### src/rtl/systolic_pkg.sv
// Shared definitions for the systolic array feeder: default geometry and FSM state type.
package systolic_pkg;

  localparam int unsigned DATA_W_DEF = 8;
  localparam int unsigned N_DEF      = 4;

  typedef enum logic [1:0] {
    IDLE  = 2'd0,
    FEED  = 2'd1,
    FLUSH = 2'd2,
    DONE  = 2'd3
  } feeder_state_t;

endpackage

### src/rtl/systolic_feeder_skew_delay.sv
// Data plus valid delay line of fixed depth, used to skew one edge lane of the array.
module skew_delay #(
  parameter int unsigned DEPTH = 1,
  parameter int unsigned WIDTH = 8
) (
  input  logic             clk,
  input  logic             rst_n,
  input  logic             i_clr,
  input  logic [WIDTH-1:0] i_data,
  input  logic             i_valid,
  output logic [WIDTH-1:0] o_data,
  output logic             o_valid
);

  logic [WIDTH-1:0] r_data [DEPTH];
  logic             r_vld  [DEPTH];

  always_ff @(posedge clk or negedge rst_n) begin
    if (!rst_n) begin
      for (int unsigned j = 0; j < DEPTH; j++) begin
        r_data[j] <= '0;
        r_vld[j]  <= 1'b0;
      end
    end else if (i_clr) begin
      for (int unsigned j = 0; j < DEPTH; j++) begin
        r_data[j] <= '0;
        r_vld[j]  <= 1'b0;
      end
    end else begin
      r_data[0] <= i_data;
      r_vld[0]  <= i_valid;
      for (int unsigned j = 1; j < DEPTH; j++) begin
        r_data[j] <= r_data[j-1];
        r_vld[j]  <= r_vld[j-1];
      end
    end
  end

  assign o_data  = r_data[DEPTH-1];
  assign o_valid = r_vld[DEPTH-1];

endmodule

### src/rtl/systolic_feeder.sv
// Feeds A columns and B rows into an N x N systolic MAC array with per-lane skew,
// per-lane valids and a completion pulse once the last operand has drained.
module systolic_feeder
  import systolic_pkg::*;
#(
  parameter int unsigned N      = N_DEF,
  parameter int unsigned DATA_W = DATA_W_DEF,
  parameter int unsigned K      = 4
) (
  input  logic                clk,
  input  logic                reset,
  input  logic                start,
  input  logic                abort,
  input  logic                in_valid,
  output logic                in_ready,
  input  logic [N*DATA_W-1:0] a_vec,
  input  logic [N*DATA_W-1:0] b_vec,
  output logic [N*DATA_W-1:0] a_out,
  output logic [N*DATA_W-1:0] b_out,
  output logic [N-1:0]        a_valid,
  output logic [N-1:0]        b_valid,
  output logic                busy,
  output logic                done
);

  localparam int unsigned CW = $clog2(K + 1);
  localparam int unsigned FW = $clog2(N + 1);

  feeder_state_t r_state;
  logic [CW-1:0] r_beat_cnt;
  logic [FW-1:0] r_flush_cnt;
  logic          r_in_ready;
  logic          r_busy;
  logic          r_done;

  logic                w_accept;
  logic [CW-1:0]       w_beat_next;
  logic [N*DATA_W-1:0] w_a_in;
  logic [N*DATA_W-1:0] w_b_in;

  // A beat presented on an abort cycle is dropped, so abort gates the accept.
  assign w_accept    = (r_state == FEED) && in_valid && !abort;
  assign w_beat_next = r_beat_cnt + CW'(1);
  assign w_a_in      = w_accept ? a_vec : '0;
  assign w_b_in      = w_accept ? b_vec : '0;

  always_ff @(posedge clk or negedge reset) begin
    if (!reset) begin
      r_state     <= IDLE;
      r_beat_cnt  <= '0;
      r_flush_cnt <= '0;
      r_in_ready  <= 1'b0;
      r_busy      <= 1'b0;
      r_done      <= 1'b0;
    end else begin
      r_done <= 1'b0;
      if (abort) begin
        r_state    <= IDLE;
        r_in_ready <= 1'b0;
        r_busy     <= 1'b0;
      end else begin
        case (r_state)
          IDLE: begin
            if (start) begin
              r_state    <= FEED;
              r_beat_cnt <= '0;
              r_in_ready <= 1'b1;
              r_busy     <= 1'b1;
            end
          end
          FEED: begin
            if (in_valid) begin
              r_beat_cnt <= w_beat_next;
              if (w_beat_next == CW'(K)) begin
                r_state     <= FLUSH;
                r_flush_cnt <= '0;
                r_in_ready  <= 1'b0;
              end
            end
          end
          FLUSH: begin
            if (r_flush_cnt == FW'(N - 1)) begin
              r_state <= DONE;
              r_done  <= 1'b1;
            end else begin
              r_flush_cnt <= r_flush_cnt + FW'(1);
            end
          end
          DONE: begin
            r_state <= IDLE;
            r_busy  <= 1'b0;
          end
          default: begin
            r_state    <= IDLE;
            r_in_ready <= 1'b0;
            r_busy     <= 1'b0;
          end
        endcase
      end
    end
  end

  assign in_ready = r_in_ready;
  assign busy     = r_busy;
  assign done     = r_done;

  for (genvar i = 0; i < int'(N); i++) begin : g_lane
    skew_delay #(
      .DEPTH (i + 1),
      .WIDTH (DATA_W)
    ) u_a_skew (
      .clk     (clk),
      .rst_n   (reset),
      .i_clr   (abort),
      .i_data  (w_a_in[i*DATA_W +: DATA_W]),
      .i_valid (w_accept),
      .o_data  (a_out[i*DATA_W +: DATA_W]),
      .o_valid (a_valid[i])
    );

    skew_delay #(
      .DEPTH (i + 1),
      .WIDTH (DATA_W)
    ) u_b_skew (
      .clk     (clk),
      .rst_n   (reset),
      .i_clr   (abort),
      .i_data  (w_b_in[i*DATA_W +: DATA_W]),
      .i_valid (w_accept),
      .o_data  (b_out[i*DATA_W +: DATA_W]),
      .o_valid (b_valid[i])
    );
  end

endmodule

### config.mk
export PLATFORM = sky130hd
export DESIGN_NAME = systolic_feeder
export DESIGN_NICKNAME = d
export VERILOG_FILES = /design/src/rtl/systolic_pkg.sv /design/src/rtl/systolic_feeder_skew_delay.sv /design/src/rtl/systolic_feeder.sv
export SDC_FILE = /design/constraint.sdc
export NUM_CORES = 1
export LEC_CHECK = 0
export CORE_MARGIN = 3
export CORE_UTILIZATION = 54
export CTS_BUF_LIST = sky130_fd_sc_hd__clkbuf_2
export DETAILED_ROUTE_END_ITERATION = 10
export PLACE_DENSITY = 0.83
export SETUP_SLACK_MARGIN = 0.15
export SLEW_MARGIN = 40
export SYNTH_ARGS = -nofsm -noshare
export SYNTH_HDL_FRONTEND = slang
export SYNTH_HIERARCHICAL = 1
export SYNTH_SLANG_ARGS = --single-unit
### constraint.sdc
create_clock -name clk -period 2.2 [get_ports clk]
set_clock_uncertainty 0.15 [all_clocks]
set_input_delay 0.22 -clock clk [delete_from_list [all_inputs] [get_ports clk]]
set_output_delay 0.22 -clock clk [all_outputs]
set_load 0.05 [all_outputs]
==> results.yml <==
run_status:
  status: "complete, no violations"
timing:
  fmax_ghz: 0.490
  final-setup-viol-count: 0
  hold_viol: 0
  slew_headroom_pct: 66.8
  finalCritPeriodShare_pct: 92.7
  hold_ws_ps: 132
  finalMaxSlewViolations: 0
  worstMarginPinSlew_ps: 498
  fin_crit_ps: 2040
  fin_setup_tns_ps: 0
  rsz0062_at_grt: "true"
power:
  p_per_area_mw_per_mm2: 705
  power.leakage_nw: 4.75
  vdd_drop_max_mv: 0.501
drt:
  vias_per_cell: 4.54
  wirelength_um: 13100
  vias: 4195
  drc: 0
  final_antenna_net_count: 0
  wl_per_cell_um: 14.2
  drtIter0Drc: 254
  drtPass1Iterations: 4
die:
  core_area_mm2: 0.0129
  die_area_mm2: 0.0150
  die_h_um: 123
  die_w_um: 123
  io_pins: 144
  row_count: 41
  initial_utilization_pct: 56.7
place:
  hpwl_um: 7600
  port_buffers: 143
  gp_congestion: 0.832
clocking:
  htree_levels: 4
  cts.sinks: 191
  cts_root_buf: "clkbuf_2"
  clock_latency_ps: 710
  path_clk_slew_ps: 250
  clockBufferDepth: 2
  tritoncts: "built"
  cts_buffers: 17
yosys:
  syn_nets: 638
  synthTopCellsByArea: "dfrtp_1, nor2b_1, and2_1, buf_4, and2b_2"
  syn_area_per_cell_um2: 13.1
  yosysTopAreaCellShare_pct: 65.2
  syn_inst: 561
  yosysWarnings: 6
  synth_top_cell_by_area: "dfrtp_1"
  ys_ff_latch: 191
  syn_area_mm2: 0.00733
  synth.distinct_cells: 31
  seq_area_frac_synth_pct: 65.2
finish:
  antenna_cells: 0
  nets: 815
  drive_gt1_share_pct: 21.0
  fillers: 858
  syn_to_final_growth_pct: 29.0
global_routing:
  grt_pass1_wl_um: 21300
  grt_pass1_vias: 4481
  grt_max_degree: 132
  grt.total_usage_pct: 18.7
  grt_antenna_before_repair: 0
  grt_overflow: 0
worst_setup_path:
  worstSetupEndpointType: "flip-flop"
  arrival_ps: 2530
  start_kind: "flip-flop"
  required_ps: 2690
  crit_fanout: 3
  critPathKind: "reg2reg"
run:
  cap_violations: 0
min_path:
  hold_path_class: "in2reg"
==> path summary, 6_finish.rpt <==
kind,from,to,slack (ps),depth (start not counted)
worst min register to register,g_lane[3].u_a_skew/r_data[21],g_lane[3].u_a_skew/r_data[13],330,1
worst max register to register,r_beat_cnt[0],r_flush_cnt[0],160,6
max in group asynchronous,reset,g_lane[3].u_b_skew/o_data[4],880,4
worst min-delay path,in_valid,in_ready,130,4
min in group asynchronous,reset,g_lane[2].u_b_skew/o_data[0],370,3
worst max-delay path,r_beat_cnt[0],r_flush_cnt[0],160,6
==> layer usage <==
layer / wire, um / track usage (%)
met1: 4750 / 19.9
met3: 917 / 7.42
met5: 0 / 0
met2: 7250 / 34.0
met4: 214 / 6.02
==> layout by cell type, fill, tap and decap left out, drive strengths merged, types with 2 or more instances in the layout <==
cell type	Yosys	final
a21oi	5	5
clkinv	0	7
clkbuf	7	55
mux2i	2	2
dfrtp	191	191
buf	60	16
nor2b	144	144
and2	64	64
nor2	6	6
inv	6	8
o21ai	3	3
clkdlybuf4s50	0	66
clkdlybuf4s15	0	39
bufinv	0	3
nand2	6	6
and2b	41	41
dlygate4sd3	0	68
nand2b	4	4
ha	8	8
a21o	2	2
==> synth_stat cells (all sizes together) <==
cell type / instances
a211o: 1
a21boi: 1
a21o: 2
a21oi: 5
a22o: 1
a22oi: 1
a32o: 1
and2: 64
and2b: 41
and3b: 1
buf: 60
clkbuf: 7
dfrtp: 191
ha: 8
inv: 6
mux2: 1
mux2i: 2
nand2: 6
nand2b: 4
nor2: 6
nor2b: 144
nor3: 1
nor4b: 1
o21ai: 3
o31ai: 1
or3: 1
xor2: 1
==> cells by family (layout without fill, tap and decap cells) <==
family / Yosys count / count (layout) / synth area share (%)
xor+xnor: 1 / 1 / 0.119
compound gates: 16 / 16 / 1.43
simple gates: 269 / 269 / 24.1
mux: 3 / 3 / 0.478
buf+inv: 73 / 263 / 7.34
flops: 191 / 191 / 65.2
fa+ha+maj: 8 / 8 / 1.36
==> per-stage QoR <==
| step | instance area, um^2 | worst slack, ps | instances | utilization [%] | power [W] |
|---|---|---|---|---|---|
| floorplan | 7330 | 389 | 561 | - | 0.00440 |
| global placement | 8600 | 333 | 818 | 66.5 | 0.00473 |
| detailed placement | 8600 | 194 | 818 | 66.5 | 0.00479 |
| CTS | 9590 | 152 | 918 | 74.1 | 0.00665 |
| global route | 9460 | 105 | 923 | 73.2 | 0.00702 |
| finish | 9460 | 161 | 923 | 73.2 | 0.00667 |
==> layout make-up <==
cell class / count / area, um^2 / area share (%)
inverters: 6 / 22.5 / 0.238
clock inverters: 13 / 164 / 1.73
repair buffers: 225 / 2140 / 22.6
well taps: 172 / 215 / 2.27
clock buffers: 19 / 95.1 / 1.01
flip-flops and latches: 191 / 4780 / 50.5
multi-input cells: 297 / 2040 / 21.6
==> state kept, by name, summed over array words and instances (netlist names), 2 cells and up <==
signal,count
g_lane.u_a_skew/o_data,32
g_lane.u_a_skew/o_valid,4
g_lane.u_a_skew/r_data,48
g_lane.u_a_skew/r_vld,6
g_lane.u_b_skew/o_data,32
g_lane.u_b_skew/o_valid,4
g_lane.u_b_skew/r_data,48
g_lane.u_b_skew/r_vld,6
r_beat_cnt,3
r_flush_cnt,3
r_state,2
==> power breakdown <==
group / internal, W / switching [W] / leakage [nW]
combinational: 0.000574 / 0.000616 / 1.93
clock: 0.000651 / 0.00111 / 0.156
sequential: 0.00365 / 0.0000727 / 2.66
total: 0.00487 / 0.00180 / 4.75
==> critical path: stages, from the launching register on <==
cell      delay (ps)
dfrtp_1          460
ha_1             260
xor2_2           220
a21boi_2         130
nor4b_4          270
buf_4            180
mux2_4           300
==> repair_timing <==
action	in CTS	in global routing
endpoints found under the hold margin	382	0
hold buffers	68	0
endpoints found under the setup margin	75	107
buffers inserted	0	5
pin swaps	0	1
gates resized for setup	190	42
Note: power is estimated with default switching activity, not from simulation.
